$ cat config.mk
export PLATFORM = sky130hd
export DESIGN_NAME = mem_tile_addr_gen
export DESIGN_NICKNAME = d
export VERILOG_FILES = /design/src/rtl/mm_addr_pkg.sv /design/src/rtl/nested_loop_counter.sv /design/src/rtl/mem_tile_addr_gen.sv
export SDC_FILE = /design/constraint.sdc
export NUM_CORES = 1
export LEC_CHECK = 0
export BUFFER_PORTS_ARGS = -buffer_cell sky130_fd_sc_hd__buf_2
export CORE_UTILIZATION = 45
export CTS_CLUSTER_SIZE = 28
export DETAILED_ROUTE_END_ITERATION = 8
export PLACE_DENSITY = 0.72
export SYNTH_ARGS = -nofsm -noshare
export SYNTH_HDL_FRONTEND = slang
export SYNTH_SLANG_ARGS = --single-unit
$ cat constraint.sdc
create_clock -name clk -period 4.8 [get_ports clk]
set_clock_uncertainty 0.1 [all_clocks]
set_input_delay 0.24 -clock clk [delete_from_list [all_inputs] [get_ports clk]]
set_output_delay 0.24 -clock clk [all_outputs]
set_load 0.005 [all_outputs]
$ cat src/rtl/mm_addr_pkg.sv
// Shared types and elaboration-time helpers for the operand matrix
// address generator.
package mm_addr_pkg;

  typedef enum logic {
    COL_STRIP = 1'b0,
    ROW_STRIP = 1'b1
  } mode_e;

  typedef enum logic [1:0] {
    IDLE = 2'd0,
    RUN  = 2'd1,
    DONE = 2'd2
  } state_e;

  // Exact log2 of a power-of-two value; widths here never exceed 2^30.
  function automatic int log2_pow2(input int value);
    int result;
    result = 0;
    for (int i = 0; i < 31; i++) begin
      if ((1 << i) == value) result = i;
    end
    return result;
  endfunction

  function automatic int elements_per_word(input int mem_bytes, input int data_bytes);
    return mem_bytes / data_bytes;
  endfunction

endpackage

$ cat src/rtl/nested_loop_counter.sv
// Two-level index counter: inner index wraps at inner_max and carries into
// the outer index; flags mark the final inner, outer and combined position.
module nested_loop_counter #(
  parameter int INNER_WIDTH = 16,
  parameter int OUTER_WIDTH = 16
) (
  input  logic                   clk,
  input  logic                   reset_n,
  input  logic                   clear,
  input  logic                   en,
  input  logic [INNER_WIDTH-1:0] inner_max,
  input  logic [OUTER_WIDTH-1:0] outer_max,
  output logic                   inner_last,
  output logic                   outer_last,
  output logic                   last
);

  logic [INNER_WIDTH-1:0] inner_count;
  logic [OUTER_WIDTH-1:0] outer_count;

  assign inner_last = (inner_count == inner_max);
  assign outer_last = (outer_count == outer_max);
  assign last       = inner_last && outer_last;

  // NOTE: state registers use non-blocking assignments so every flop in the
  // design samples pre-edge values, independent of process ordering.
  always_ff @(posedge clk or negedge reset_n) begin
    if (!reset_n) begin
      inner_count <= '0;
      outer_count <= '0;
    end else if (clear) begin
      inner_count <= '0;
      outer_count <= '0;
    end else if (en) begin
      if (inner_last) begin
        inner_count <= '0;
        outer_count <= outer_last ? '0 : outer_count + 1'b1;
      end else begin
        inner_count <= inner_count + 1'b1;
      end
    end
  end

endmodule

$ cat src/rtl/mem_tile_addr_gen.sv
// Read-address generator walking a row-major matrix in memory-word strips,
// one address per handshake, optionally repeating the whole walk.
module mem_tile_addr_gen
  import mm_addr_pkg::*;
#(
  parameter int ADDR_WIDTH           = 16,
  parameter int DIM_WIDTH            = 16,
  parameter int DATA_WIDTH_BYTES     = 1,
  parameter int MEM_DATA_WIDTH_BYTES = 32,
  parameter int REP_WIDTH            = 8
) (
  input  logic                  clk,
  input  logic                  reset_n,
  input  logic                  start_i,
  input  logic                  abort_i,
  input  logic                  mode_i,
  input  logic [DIM_WIDTH-1:0]  rows_i,
  input  logic [DIM_WIDTH-1:0]  cols_i,
  input  logic [ADDR_WIDTH-1:0] base_addr_i,
  input  logic [REP_WIDTH-1:0]  repeat_i,
  output logic [ADDR_WIDTH-1:0] addr_o,
  output logic                  addr_valid_o,
  input  logic                  addr_ready_i,
  output logic                  busy_o,
  output logic                  done_o
);

  localparam int ELEMENTS   = elements_per_word(MEM_DATA_WIDTH_BYTES, DATA_WIDTH_BYTES);
  localparam int ELEM_SHIFT = log2_pow2(ELEMENTS);
  localparam int DATA_SHIFT = log2_pow2(DATA_WIDTH_BYTES);
  localparam logic [ADDR_WIDTH-1:0] STRIP_STEP = ADDR_WIDTH'(MEM_DATA_WIDTH_BYTES);
  localparam logic [DIM_WIDTH:0]    ELEM_ROUND = (DIM_WIDTH+1)'(ELEMENTS - 1);

  state_e state, state_next;

  logic [ADDR_WIDTH-1:0] addr_r;
  logic [ADDR_WIDTH-1:0] line_base;
  logic [ADDR_WIDTH-1:0] base_r;
  logic [ADDR_WIDTH-1:0] inner_step_r;
  logic [ADDR_WIDTH-1:0] outer_step_r;
  logic [DIM_WIDTH-1:0]  inner_max_r;
  logic [DIM_WIDTH-1:0]  outer_max_r;
  logic [REP_WIDTH-1:0]  repeat_r;

  // Derived walk geometry from the live config inputs, captured on start.
  mode_e                 mode_sel;
  logic [DIM_WIDTH:0]    cols_rounded;
  logic [DIM_WIDTH-1:0]  strips;
  logic [DIM_WIDTH-1:0]  rows_max;
  logic [DIM_WIDTH-1:0]  strips_max;
  logic [ADDR_WIDTH-1:0] row_step;
  logic                  zero_dim;

  assign mode_sel     = mode_e'(mode_i);
  assign cols_rounded = {1'b0, cols_i} + ELEM_ROUND;
  assign strips       = DIM_WIDTH'(cols_rounded >> ELEM_SHIFT);
  assign rows_max     = rows_i - 1'b1;
  assign strips_max   = strips - 1'b1;
  assign row_step     = ADDR_WIDTH'(cols_i) << DATA_SHIFT;
  assign zero_dim     = (rows_i == '0) || (cols_i == '0);

  logic start_go;
  logic handshake;
  logic loop_inner_last;
  logic loop_outer_last;
  logic loop_last;
  logic pass_last;
  logic unused_pass_flags;

  assign start_go  = (state == IDLE) && start_i;
  assign handshake = (state == RUN) && addr_ready_i;

  nested_loop_counter #(
    .INNER_WIDTH (DIM_WIDTH),
    .OUTER_WIDTH (DIM_WIDTH)
  ) u_loop_counter (
    .clk        (clk),
    .reset_n    (reset_n),
    .clear      (start_go),
    .en         (handshake),
    .inner_max  (inner_max_r),
    .outer_max  (outer_max_r),
    .inner_last (loop_inner_last),
    .outer_last (loop_outer_last),
    .last       (loop_last)
  );

  // Single-level use: passes live in the inner index, outer index is fixed.
  nested_loop_counter #(
    .INNER_WIDTH (REP_WIDTH),
    .OUTER_WIDTH (1)
  ) u_pass_counter (
    .clk        (clk),
    .reset_n    (reset_n),
    .clear      (start_go),
    .en         (handshake && loop_last),
    .inner_max  (repeat_r),
    .outer_max  (1'b0),
    .inner_last (pass_last),
    .outer_last (unused_pass_flags),
    .last       ()
  );

  // NOTE: every signal written here gets a default first, so no path through
  // the case statement can leave a value unassigned and infer a latch.
  always_comb begin
    state_next = state;
    unique case (state)
      IDLE: if (start_i) state_next = zero_dim ? DONE : RUN;
      RUN: begin
        if (abort_i) state_next = IDLE;
        else if (handshake && loop_last && pass_last) state_next = DONE;
      end
      DONE:    state_next = IDLE;
      default: state_next = IDLE;
    endcase
  end

  always_ff @(posedge clk or negedge reset_n) begin
    if (!reset_n) begin
      state        <= IDLE;
      addr_r       <= '0;
      line_base    <= '0;
      base_r       <= '0;
      inner_step_r <= '0;
      outer_step_r <= '0;
      inner_max_r  <= '0;
      outer_max_r  <= '0;
      repeat_r     <= '0;
    end else begin
      state <= state_next;
      if (start_go) begin
        addr_r    <= base_addr_i;
        line_base <= base_addr_i;
        base_r    <= base_addr_i;
        repeat_r  <= repeat_i;
        if (mode_sel == COL_STRIP) begin
          inner_step_r <= row_step;
          outer_step_r <= STRIP_STEP;
          inner_max_r  <= rows_max;
          outer_max_r  <= strips_max;
        end else begin
          inner_step_r <= STRIP_STEP;
          outer_step_r <= row_step;
          inner_max_r  <= strips_max;
          outer_max_r  <= rows_max;
        end
      end else if (handshake) begin
        // Inner step within a line, hop to the next line, or rewind a pass.
        if (!loop_inner_last) begin
          addr_r <= addr_r + inner_step_r;
        end else if (!loop_outer_last) begin
          line_base <= line_base + outer_step_r;
          addr_r    <= line_base + outer_step_r;
        end else begin
          line_base <= base_r;
          addr_r    <= base_r;
        end
      end
    end
  end

  assign addr_o       = addr_r;
  assign addr_valid_o = (state == RUN);
  assign busy_o       = (state == RUN);
  assign done_o       = (state == DONE);

endmodule

; Word-level counts from Yosys, hierarchy flattened
; Index checks and enable logic that the tools add are counted.
[classes]
shift = 0
reduce_logical = 14
eq_ne = 7
n_lt_le_gt_ge = 0
mul = 0
mux = 26
n_div = 0
bitwise_logic = 0
add_sub_neg = 8
[ops]
columns = op, n
row1 = $mux W16, 18
row2 = $add A16 B1 Y16 const B, 2
row3 = $add A16 B16 Y16, 2
row4 = $eq A16 B16 Y1, 2
row5 = $logic_not A16 Y1, 2
row6 = $mux W8, 3
row7 = $add A16 B5 Y17 const B, 1
row8 = $sub A16 B1 Y16 const B, 1
row9 = $sub A12 B1 Y13 const B, 1
row10 = $add A8 B1 Y8 const B, 1
row11 = $eq A8 B8 Y1, 1
row12 = $mux W2, 4
row13 = $reduce_bool A2 Y1, 3
row14 = $logic_and A1 B1 Y1, 5
row15 = $pmux W2 S2, 1
row16 = $reduce_and A2 Y1, 2
row17 = $ne A3 B2 Y1 const B, 1
row18 = $eq A2 B1 Y1 const B, 1
row19 = $eq A2 B2 Y1 const B, 1
row20 = $logic_not A2 Y1, 1
row21 = $ne A2 B2 Y1 const B, 1
row22 = $logic_or A1 B1 Y1, 1
[word_totals]
ramBits = 0
latch_bits = 0
word_cells = 67
out_inout_bits = 19
regBits = 162
memories = 0
rom_bits = 0

; Logic depth before layout (Yosys ltp)
; Gate-level depths: netlist (run 1).
[depth]
word_depth = 7
depth_mapped = 11
mapped_depth_nobuf = 11

; By module
; Synthesis (run 1) repeated with hierarchy kept, for this count alone.
[unflattened]
hier_cells = 1188
hier_area_um2 = 10040.9
[modules_own_cells]
columns = module, cells_each, instances, seq_area_each_um2, area_per_inst_um2
row1 = mem_tile_addr_gen, 880, 1, 3052.9, 7226.9
row2 = nested_loop_counter (u_loop_counter), 248, 1, 800.8, 2218.4
row3 = nested_loop_counter (u_pass_counter), 60, 1, 225.2, 595.6

; Worst setup path after synthesis (run 1)
; Ideal clock, no wire load.
[synth_timing]
kind = in2reg
startpoint = input cols_i[3]
endpoint = register outer_max_r[12]
slack_ps = 2229
cell_stages = 9
t_arrival_ps = 2406
cell_sequence = or4_4 > o21ai_0 > xor2_1 > ha_1 > nand3_1 > or3_1 > and2_1 > a211oi_1 > a21o_1
[synth_between]
elab_chain_len = 3
[synth_lines]
columns = element, line
row1 = "start, declared", mem_tile_addr_gen.sv:18  ; input logic [DIM_WIDTH-1:0] cols_i,
row2 = $add A16 B5 Y17, mem_tile_addr_gen.sv:55  ; assign cols_rounded = {1'b0, cols_i} + ELEM_ROUND;
row3 = $sub A12 B1 Y13, mem_tile_addr_gen.sv:58  ; assign strips_max = strips - 1'b1;
row4 = $mux W16, mem_tile_addr_gen.sv:137  ; if (mode_sel == COL_STRIP) begin
row5 = "end signal, assigned", mem_tile_addr_gen.sv:141  ; outer_max_r <= strips_max;
row6 = "end signal, assigned", mem_tile_addr_gen.sv:146  ; outer_max_r <= rows_max;
row7 = "end, declared", mem_tile_addr_gen.sv:42  ; logic [DIM_WIDTH-1:0] outer_max_r;
; No other way between the ends.
; A chain may end at the register's enable or synchronous reset.

; Worst setup path after layout (run 1)
[layout_timing]
startpoint = register line_base[0]
endpoint = register addr_r[12] (netlist: addr_o[12])
[layout_between]
elab_chain_len = 5
[layout_lines]
columns = element, line
row1 = "start, declared", mem_tile_addr_gen.sv:37  ; logic [ADDR_WIDTH-1:0] line_base;
row2 = "start signal, assigned", mem_tile_addr_gen.sv:134  ; line_base <= base_addr_i;
row3 = "start signal, assigned", mem_tile_addr_gen.sv:153  ; line_base <= line_base + outer_step_r;
row4 = "start signal, assigned", mem_tile_addr_gen.sv:156  ; line_base <= base_r;
row5 = $add A16 B16 Y16, mem_tile_addr_gen.sv:154  ; addr_r <= line_base + outer_step_r;
row6 = $mux W16, mem_tile_addr_gen.sv:152  ; end else if (!loop_outer_last) begin
row7 = $mux W16, mem_tile_addr_gen.sv:150  ; if (!loop_inner_last) begin
row8 = $mux W16, mem_tile_addr_gen.sv:148  ; end else if (handshake) begin
row9 = $mux W16, mem_tile_addr_gen.sv:132  ; if (start_go) begin
row10 = "end signal, assigned", mem_tile_addr_gen.sv:133  ; addr_r <= base_addr_i;
row11 = "end signal, assigned", mem_tile_addr_gen.sv:151  ; addr_r <= addr_r + inner_step_r;
row12 = "end signal, assigned", mem_tile_addr_gen.sv:154
row13 = "end, declared", mem_tile_addr_gen.sv:36  ; logic [ADDR_WIDTH-1:0] addr_r;
; No other way between the ends. The select of a mux whose other input is x is not followed.

==> run metrics, run 1 <==
Mean Syn Cell Area 8.52 sq um; M2 GR Usage 38.1%; layout net count 1,312; vias in the first global route 8,018; # setup viols final 0; class of the worst hold path input port to register; Max Clk Rate 0.317 GHz; most frequent cells in the layout nand2_1, dfrtp_1, o21ai_0, nor2_1, buf_2; Max-Cap Viols 0; final wirelength 26,900 microns; Synth async-reset ratio 100%; post-route minimum period 3160 ps; maximum fanout along the worst path 3; Worst Min Path Start cols_i[8]; largest net degree at the start of global routing 111; synthesis warning total 0; Residual DRC 0; Post-Synthesis Cells 1,121; initial antenna violation count 0; CP Data Required Time 5040 ps; area grow syn2layout 16.4%; distinct cell type count after synthesis 62; M3 GR Usage 3.70%; switching share of power 36.4%; gpl congestion 0.928; Design Area, Final 0.0111 sq mm; RSZ-0062 raised after global routing no; Worst Path Arrival 3390 ps; EDFF count, synth 0; Max clock buf depth 2; global-route wire length before repair 43,100 microns; DR vias 8,526; clk slew on worst S/H paths 70 ps; Setup CP Type register to register; TritonCTS Buffers 17; Switch Pwr 0.00169 W; Synth Cell Area 0.00956 sq mm; GRT met1 Usage 37.2%; Starting Density 46.6%; root buffer cell clkbuf_16; Max-slew headroom 19.1%; Port-buffer cells 80; cts-stage hold buffer count 35; R2R Path Start line_base[0]; DP Wirelength 19,500 microns; Die Area 0.0218 sq mm; Routed WL per cell 18.0 microns; Lkg Pwr 5.24 nW; status complete, no violations; Logic pwr share 30.8%; fraction of layout cells with a size suffix above 1 11.0%; DRT iter0 DRCs 771; setup_tns 0 ps; P_int 0.00296 W; number of diodes 0; ANT nets after route 0; Power Density 418 mW/mm^2; Max IR drop VDD 311 uV; Post-CTS Resized 0; postcts setup bufs 0; Clock Sinks 162; Seq pwr share 39.9%; Critical path origin line_base[0]; Final Hold Viols 0; via/cell ratio 5.70; measured slew at the worst slew-check pin 1210 ps; commonest non-fill, non-tap cell in the layout nand2_1; Synthesized Nets 1,220; GRT overflow 0; Total Power 0.00465 W; CTS tree built; Clock power frac 29.3%; row cnt 52; count of pins over their slew limit 0; most common flop cell mapped by yosys dfrtp_1; Detailed Routing Iterations Pass 1 5; sequential share of the synthesized area 42.4%; Die Height 148 microns; busiest grt layer met2; placed cell area 0.0102 sq mm; GRT Overall Usage 25.6%; worst skew pair latency 440 ps; Tcrit/Tclk final 65.8%; Finished Core Util 54.3%; Die X 148 microns; Synth Register Bits 162; htree depth 4; IO Count 81; type of origin of the critical path register; Core ar. 0.0205 sq mm; Worst Setup End Kind register
-- area by class of cell --
type / count / area [sq um]
clock buffer: 18 / 439
sequential: 162 / 4050
clock inverter: 14 / 144
fill: 1850 / 9370
tap: 270 / 338
multi-input combinational: 891 / 5260
timing repair buffer: 125 / 832
inverter: 16 / 60.1
-- kinds of logic after synthesis --
kind of cell / after synthesis / share of synthesized area [%]
flip-flops: 162 / 42.4
AO/OA/AOI/OAI: 274 / 17.3
AND/OR/NAND/NOR: 462 / 21.5
buffers and inverters: 68 / 2.72
multiplexers: 12 / 1.31
XOR/XNOR: 106 / 9.72
adder cells (fa/ha/maj): 37 / 5.00
-- per-stage QoR --
stage	worst slack, ps	cells	hold WS (ps)
3_5_place_dp	1760	1429	190
5_1_grt	1370	1496	26.4
3_3_place_gp	1820	1429	190
4_1_cts	1700	1496	0.432
6_report	1640	1496	15.2
2_1_floorplan	2230	1121	-156
-- power groups by stage --
stage               combinational (W)  clock (W)  sequential [W]
finish                        0.00143    0.00136         0.00186
detailed placement            0.00138          0         0.00187
CTS                           0.00142    0.00138         0.00185
global placement              0.00136          0         0.00187
global route                  0.00160    0.00143         0.00187
floorplan                     0.00101          0         0.00177
-- state kept, by name, indices dropped and copies added (netlist names) --
| register | flops |
|---|---|
| addr_o | 16 |
| base_r | 16 |
| inner_max_r | 16 |
| inner_step_r | 16 |
| line_base | 16 |
| outer_max_r | 16 |
| outer_step_r | 16 |
| u_loop_counter.inner_count | 16 |
| u_loop_counter.outer_count | 16 |
| repeat_r | 8 |
| u_pass_counter.inner_count | 8 |
| state | 2 |
-- per-layer routing --
layer  part of all wire (%)  wire length (microns)  up-vias
li1                       -                      -     4113
met2                     44                  11700      317
met5                      0                      0        -
met3                    7.0                   1890       65
met1                     46                  12400     4031
met4                    3.2                    864        0
-- synth_stat cells, drive strengths merged, types with 3 or more instances --
cell / n / area [sq um]
o21a: 8 / 60.1
and3: 12 / 75.1
mux2: 4 / 45.0
nor3: 19 / 95.1
or4: 6 / 48.8
nand2b: 5 / 31.3
or3: 6 / 37.5
and2: 8 / 50.1
dfrtp: 162 / 4050
nand3: 22 / 110
xnor2: 31 / 272
inv: 15 / 56.3
nor4: 18 / 113
and4: 5 / 43.8
a21o: 9 / 67.6
o22ai: 4 / 25.0
a21boi: 5 / 37.5
nor2: 99 / 374
a211oi: 6 / 45.0
xor2: 75 / 657
a211o: 3 / 26.3
buf: 8 / 35.0
ha: 35 / 438
nand2: 230 / 863
clkbuf: 44 / 165
nor2b: 7 / 43.8
a21oi: 62 / 310
o31ai: 10 / 88.8
o211ai: 12 / 95.1
o221ai: 6 / 52.6
nand3b: 7 / 52.6
nand4: 15 / 93.8
a31oi: 13 / 81.3
mux2i: 8 / 80.1
o21ai: 116 / 581
-- path summary, 6_finish.rpt --
path / end / slack [ps] / depth (start not counted)
max in group asynchronous: u_loop_counter.outer_count[11] / 3250 / 3
setup / recovery: addr_o[12] / 1640 / 11
setup reg to reg: addr_o[12] / 1640 / 11
min in group asynchronous: inner_step_r[2] / 280 / 2
hold / removal: inner_step_r[8] / 20 / 3
hold reg to reg: base_r[11] / 360 / 2
-- worst max-delay path, cell delays in order (launching register included) --
cell and delay, ps:
dfrtp_1 390, ha_1 250, inv_1 90, fa_1 200
nor2b_1 80, o31a_1 300, o41a_1 380, o221ai_1 260
nor2_1 80, a2111oi_0 680, a221oi_1 110, o31ai_1 110
No activity file was read; power rests on OpenSTA's default activity.
==> run 2, diff against run 1 <==
--- a/config.mk
+++ b/config.mk
@@ -5,11 +5,12 @@
 export SDC_FILE = /design/constraint.sdc
 export NUM_CORES = 1
 export LEC_CHECK = 0
+export ABC_AREA = 1
 export BUFFER_PORTS_ARGS = -buffer_cell sky130_fd_sc_hd__buf_2
 export CORE_UTILIZATION = 45
 export CTS_CLUSTER_SIZE = 28
 export DETAILED_ROUTE_END_ITERATION = 8
-export PLACE_DENSITY = 0.72
+export PLACE_DENSITY = 0.74
 export SYNTH_ARGS = -nofsm -noshare
 export SYNTH_HDL_FRONTEND = slang
 export SYNTH_SLANG_ARGS = --single-unit
==> constraint.sdc (replaced) <==
create_clock -name clk -period 2.7 [get_ports clk]
set_clock_uncertainty 0.1 [all_clocks]
set_input_delay 0.135 -clock clk [delete_from_list [all_inputs] [get_ports clk]]
set_output_delay 0.135 -clock clk [all_outputs]
set_load 0.005 [all_outputs]
==> run 2 against run 1 <==
Synthesized area up 13%. Register-to-register slack worse by 1300 ps. Critical path depth stayed put. Synthesized cell count grew 32%. Design area up 12%. Setup slack lost 1300 ps. Utilization decreased by 1.0 points.
==> run metrics, run 2 <==
DRT iter0 DRCs 963 (was 771); critical path, cell by cell ha_1 > inv_1 > fa_1 > o21ai_0 > nand2_1 > nand2_1 > xor2_1 > nand3_1 > nand3_1 > a21oi_1 > nor2_1 (was ha_1 > inv_1 > fa_1 > nor2b_1 > o31a_1 > o41a_1 > o221ai_1 > nor2_1 > a2111oi_0 > a221oi_1 > o31ai_1); GRT Overall Usage 26.7% (was 25.6%); Synth Area in Simple Gates 34.5% (was 21.5%); RSZ-0062 raised after global routing no (unchanged); Synth top area share 37.6% (was 42.4%); # setup viols final 0 (unchanged); Synth async-reset ratio 100% (unchanged); CTS tree built (unchanged); GRT overflow 0 (unchanged); commonest non-fill, non-tap cell in the layout nand2_1 (unchanged); Post-Synthesis Cells 1,479 (was 1,121); Seq pwr share 33.6% (was 39.9%); Max Clk Rate 0.425 GHz (was 0.317 GHz); Synthesized Nets 1,578 (was 1,220); most frequent cells in the layout nand2_1, dfrtp_1, inv_1, nand3_1, nor2_1 (was nand2_1, dfrtp_1, o21ai_0, nor2_1, buf_2); Worst Setup Slack, final 348 ps (was 1640 ps); main combinational cell family by area after synthesis simple AND/OR/NAND/NOR gates (unchanged); initial antenna violation count 0 (unchanged); Clock power frac 19.7% (was 29.3%); Worst Setup End Kind register (unchanged); row cnt 56 (was 52); Final Hold Viols 0 (unchanged); Register-to-Register Path Depth 11 (unchanged); global-route wire length before repair 50,300 microns (was 43,100 microns); XOR/XNOR Fraction of Synth Area 6.57% (was 9.72%); Max-slew headroom 49.7% (was 19.1%); post-route minimum period 2350 ps (was 3160 ps); Max-Cap Viols 0 (unchanged); Worst path slowest cell fa_1 (was a2111oi_0); Starting Density 45.9% (was 46.6%); hold slack 31.4 ps (was 15.2 ps); area grow syn2layout 15.9% (was 16.4%); compound-cell area share of the yosys netlist 9.66% (was 17.3%); maximum fanout along the worst path 3 (unchanged); Worst R2R End addr_o[8] (was addr_o[12]); crit-path leading delay family adder cells (was compound AO/OA/AOI/OAI gates); CP Depth 11 (unchanged); Max clock buf depth 2 (unchanged); R2R Path Start addr_o[0] (was line_base[0]); root buffer cell clkbuf_16 (unchanged); class of the worst hold path input port to register (unchanged); worst skew pair latency 440 ps (about the same); CP Data Required Time 2970 ps (was 5040 ps); Routed WL per cell 16.2 microns (was 18.0 microns); postcts setup bufs 0 (unchanged); ANT nets after route 0 (unchanged); Port-buffer cells 80 (unchanged); P_int 0.00672 W (was 0.00296 W); Mean Syn Cell Area 7.29 sq um (was 8.52 sq um); R2R setup slack 350 ps (was 1640 ps); Lkg Pwr 6.34 nW (was 5.24 nW); Tcrit/Tclk final 87.1% (was 65.8%); vias in the first global route 9,637 (was 8,018); EDFF count, synth 0 (unchanged); Synth Cell Area 0.0108 sq mm (was 0.00956 sq mm); synthesis warning total 0 (unchanged); Residual DRC 0 (unchanged); DR vias 10,200 (was 8,526); met3 WL 2420 microns (was 1890 microns); count of pins over their slew limit 0 (unchanged); Placed Cells incl. Taps 1,844 (was 1,429); switching share of power 45.1% (was 36.4%); largest net degree at the start of global routing 96 (was 111); Critical Path Sink addr_o[8] (was addr_o[12]); Yosys top cell by area dfrtp_1 (unchanged); adder-cell area share of the yosys netlist 4.43% (was 5.00%); post-synthesis mux area share 0% (was 1.31%); Power Density 979 mW/mm^2 (was 418 mW/mm^2); measured slew at the worst slew-check pin 753 ps (was 1210 ps); fraction of layout cells with a size suffix above 1 12.3% (was 11.0%); gpl congestion 0.925 (was 0.928); Clock Sinks 162 (unchanged); Logic pwr share 46.7% (was 30.8%); setup_tns 0 ps (unchanged); most common flop cell mapped by yosys dfrtp_1 (unchanged); clk slew on worst S/H paths 70 ps (about the same); Synth Register Bits 162 (unchanged); via/cell ratio 5.32 (was 5.70); Switch Pwr 0.00551 W (was 0.00169 W); Worst Path Buf+Inv 1 (unchanged); met1 wire length 14,400 microns (was 12,400 microns); Post-Place Worst Slack 357 ps (was 1760 ps); Die Height 157 microns (was 148 microns); Die Area 0.0246 sq mm (was 0.0218 sq mm); most instantiated cells after synthesis nand2_1, dfrtp_1, inv_1, nand3_1, nor2_1 (was nand2_1, dfrtp_1, o21ai_0, nor2_1, xor2_1); Detailed Routing Iterations Pass 1 7 (was 5); Fillers 2,234 (was 1,850); Critical path origin addr_o[0] (was line_base[0]); number of diodes 0 (unchanged); Max IR drop VDD 537 uV (was 311 uV); status complete, no violations (unchanged); Setup CP Type register to register (unchanged); Core ar. 0.0235 sq mm (was 0.0205 sq mm); layout net count 1,686 (was 1,312); Worst path max stage delay 420 ps (was 680 ps); DR WL met2 13,600 microns (was 11,700 microns); distinct cell type count after synthesis 49 (was 62); uppermost routed layer met4 (unchanged); TritonCTS Buffers 17 (unchanged); DP Wirelength 23,000 microns (was 19,500 microns); type of origin of the critical path register (unchanged); IO Count 81 (unchanged); htree depth 4 (unchanged); final wirelength 31,000 microns (was 26,900 microns); largest cells by area after synthesis dfrtp_1, nand2_1, nand3_1 (was dfrtp_1, nand2_1, xor2_1); sequential share of the synthesized area 37.6% (was 42.4%); most frequent cell after synthesis nand2_1 (unchanged); Worst Path Arrival 2620 ps (was 3390 ps); Die X 157 microns (was 148 microns); Finished Layout Cells 1,919 (was 1,496)
run 2: changes by cell type after synthesis, sizes merged, moves of 12 or more:
cell	previous run	this run
or2	0	12
clkbuf	44	10
a31oi	13	1
inv	15	140
xor2	75	46
nor4	18	6
nand3	22	128
nand2	230	496
o21ai	116	70
nor2	99	129
buf	8	36
run 2: layer usage:
layer  GRT usage (%)  vias to the layer above
met5               0                        -
met4            8.59                        0
met3            4.93                       47
met2            40.2                      377
met1            38.4                     4768
li1                -                     5009
run 2: through the flow:
stage          util, %  instance area [sq um]  total power [W]
4_1_cts           53.2                  12500           0.0122
2_1_floorplan        -                  10800          0.00805
3_3_place_gp      48.9                  11500          0.00960
3_5_place_dp      48.9                  11500          0.00968
6_report          53.2                  12500           0.0122
5_1_grt           53.2                  12500           0.0132
run 2: what timing repair did:
action,CTS,global route
gates resized for setup,0,0
endpoints found under the setup margin,0,0
endpoints found under the hold margin,139,0
hold buffers,43,0
run 2: worst min path at each step:
stage	depth (start not counted)	to	startpoint	slack, ps
2_1_floorplan	0	addr_o[0]	reset_n	-260
3_3_place_gp	1	base_r[1]	reset_n	100
3_5_place_dp	1	u_loop_counter.inner_count[11]	reset_n	110
4_1_cts	3	outer_step_r[4]	cols_i[4]	20
5_1_grt	3	outer_step_r[4]	cols_i[4]	60
6_report	3	outer_step_r[4]	cols_i[4]	30
run 2: kinds of logic after synthesis:
logic type / Yosys count
and+or+nand+nor: 833
AOI/OAI and AO/OA: 181
DFF: 162
adders and majority gates: 37
buffers and inverters: 186
xor gates and xnor gates: 80
run 2: final cells by class:
cell class                 instances  area [sq um]  area share [%]
sequential                       162          4050            32.4
clock buffer                      17           425            3.40
tap                              319           399            3.19
inverter                         140           528            4.23
clock inverter                    15           163            1.30
multi-input combinational       1131          5950            47.6
timing repair buffer             135           977            7.82
run 2: power by group through the flow:
stage	registers, W	logic (W)	clock network, W
floorplan	0.00381	0.00424	0
global placement	0.00411	0.00549	0
detailed placement	0.00412	0.00556	0
CTS	0.00409	0.00566	0.00243
global route	0.00419	0.00649	0.00255
finish	0.00411	0.00572	0.00241
run 2: worst register-to-register path, cell delays in order (launching register included):
cell     delay, ps
dfrtp_1        370
ha_1           180
inv_1           50
fa_1           420
o21ai_0        380
nand2_1         90
nand2_1        110
xor2_1         230
nand3_1        130
nand3_1        100
a21oi_1         40
nor2_1          90
==> run 3, diff against run 2 <==
==> constraint.sdc (replaced) <==
create_clock -name clk -period 2.1 [get_ports clk]
set_clock_uncertainty 0.1 [all_clocks]
set_input_delay 0.105 -clock clk [delete_from_list [all_inputs] [get_ports clk]]
set_output_delay 0.105 -clock clk [all_outputs]
set_load 0.005 [all_outputs]
==> run 3 against run 2 <==
Maximum frequency increased by 13%. Utilization grew 4.9 points. Critical endpoint is now line_base[6]. Non-clock buffer count increased by 91. Register-to-register slack lost 330 ps.
==> run metrics, run 3 (synthesis gave the netlist of run 2 again) <==
commonest non-fill, non-tap cell in the layout nand2_1 (unchanged); DRT iter0 DRCs 827 (was 963); CTS tree built (unchanged); post-route minimum period 2080 ps (was 2350 ps); class of the worst hold path input port to register (unchanged); Die Height 157 microns (unchanged); RSZ-0062 raised after global routing yes (was no); M3 GR Usage 4.24% (was 4.93%); Detailed Routing Iterations Pass 1 6 (was 7); Max clock buf depth 2 (unchanged); TritonCTS Buffers 17 (unchanged); # setup viols final 0 (unchanged); Residual DRC 0 (unchanged); via/cell ratio 5.32 (about the same); Total Power 0.0175 W (was 0.0122 W); most used cell, CP nand2_1; Max-slew headroom 63.4% (was 49.7%); most frequent cells in the layout nand2_1, dfrtp_1, inv_1, nand3_1, nor2_1 (unchanged); crit-path leading delay family adder cells (unchanged); critical path, cell by cell ha_2 > inv_2 > fa_2 > o21ai_2 > nand2_1 > nand2_4 > xnor2_2 > o21ai_2 > nand2_1 > nand2_1 > nand2_1 > nand2_1 (was ha_1 > inv_1 > fa_1 > o21ai_0 > nand2_1 > nand2_1 > xor2_1 > nand3_1 > nand3_1 > a21oi_1 > nor2_1); htree depth 4 (unchanged); busiest grt layer met2 (unchanged); type of origin of the critical path register (unchanged); Power Density 1280 mW/mm^2 (was 979 mW/mm^2); Setup CP Type register to register (unchanged); gpl congestion 0.963 (was 0.925); IO Count 81 (unchanged); Max IR drop VDD 566 uV (was 537 uV); Worst Setup End Kind register (unchanged); placed cell area 0.0121 sq mm (was 0.0115 sq mm); layout net count 1,777 (was 1,686); count of pins over their slew limit 0 (unchanged); GRT Overall Usage 27.4% (was 26.7%); area grow syn2layout 26.7% (was 15.9%); CP Data Required Time 2320 ps (was 2970 ps); worst hold stages 6 (was 3); fraction of layout cells with a size suffix above 1 21.4% (was 12.3%); final wirelength 33,000 microns (was 31,000 microns); Clock Sinks 162 (unchanged); Starting Density 45.9% (unchanged); Finished Core Util 58.2% (was 53.2%); Tcrit/Tclk final 99.2% (was 87.1%); maximum fanout along the worst path 4 (was 3); M2 GR Usage 42.1% (was 40.2%); Register-to-Register Path Depth 12 (was 11); worst skew pair latency 450 ps (was 440 ps); DR vias 10,700 (was 10,200); status complete, no violations (unchanged); number of diodes 0 (unchanged); GRT met1 Usage 39.0% (was 38.4%); CP Depth 12 (was 11); Worst path slowest cell dfrtp_1 (was fa_1); Lkg Pwr 6.83 nW (was 6.34 nW); Design Area, Final 0.0137 sq mm (was 0.0125 sq mm); Worst Path Buf+Inv 1 (unchanged); Die X 157 microns (unchanged); GRT overflow 0 (unchanged); setup_tns 0 ps (unchanged); Final Hold Viols 0 (unchanged); vias in the first global route 10,100 (was 9,637); initial antenna violation count 0 (unchanged); DP Wirelength 24,100 microns (was 23,000 microns); Worst Path Arrival 2310 ps (was 2620 ps); Max Clk Rate 0.480 GHz (was 0.425 GHz); root buffer cell clkbuf_16 (unchanged); hold slack 34.5 ps (was 31.4 ps); global-route wire length before repair 51,500 microns (was 50,300 microns); Routed WL per cell 16.4 microns (was 16.2 microns); clk slew on worst S/H paths 70 ps (about the same); measured slew at the worst slew-check pin 548 ps (was 753 ps); largest net degree at the start of global routing 59 (was 96); Die Area 0.0246 sq mm (unchanged); Max-Cap Viols 0 (unchanged); row cnt 56 (unchanged); Core ar. 0.0235 sq mm (unchanged); Port-buffer cells 80 (unchanged); ANT nets after route 0 (unchanged); Worst path max stage delay 370 ps (was 420 ps)
## run 3: power breakdown
part | leakage [nW] | total (W) | internal, W | switching (W)
clock network | 0.299 | 0.00329 | 0.00164 | 0.00165
logic | 4.50 | 0.00901 | 0.00385 | 0.00515
registers | 2.04 | 0.00521 | 0.00422 | 0.000993
total | 6.83 | 0.0175 | 0.00971 | 0.00779
## run 3: layout make-up
type | count | area [sq um]
Sequential cell | 162 | 4060
Inverter | 140 | 532
Timing Repair Buffer | 226 | 1700
Fill cell | 2117 | 9820
Clock buffer | 17 | 425
Clock inverter | 15 | 208
Tap cell | 319 | 399
Multi-Input combinational cell | 1131 | 6340
## run 3: metal layers
| layer | wire (microns) | part of all wire [%] |
|---|---|---|
| met5 | 0 | 0 |
| met4 | 882 | 2.7 |
| met3 | 2330 | 7.1 |
| met2 | 14600 | 44 |
| met1 | 15200 | 46 |
## run 3: repair_timing
action	4_1_cts	5_1_grt
endpoints found under the setup margin	12	55
pin swaps	2	36
hold endpoints to repair	202	0
gates resized for setup	6	95
buffers inserted	0	13
hold buffers	45	0
## run 3: worst paths after layout
kind / start / to / slack [ps]
setup / recovery: line_base[0] / line_base[6] / 20
hold / removal: rows_i[13] / outer_max_r[13] / 30
setup reg to reg: line_base[0] / line_base[6] / 20
hold reg to reg: base_r[5] / base_r[5] / 400
max in group asynchronous: reset_n / outer_step_r[2] / 1110
min in group asynchronous: reset_n / outer_max_r[12] / 100
## run 3: stage by stage
stage                     instances  setup WS, ps
after global routing           2010         -78.9
after detailed placement       1920         -52.7
after global placement         1920         -13.8
after CTS                      1997          15.9
final                          2010          15.8
after floorplan                1479          50.1
## run 3: worst register-to-register path: cells and delay by family, from the launching register on
| family | cells | cell delay, ps |
|---|---|---|
| adder cells (fa/ha/maj) | 2 | 550 |
| flip-flops | 1 | 370 |
| AND/OR/NAND/NOR | 6 | 500 |
| AO/OA/AOI/OAI | 2 | 280 |
| buffers and inverters | 1 | 40 |
| XOR/XNOR | 1 | 130 |
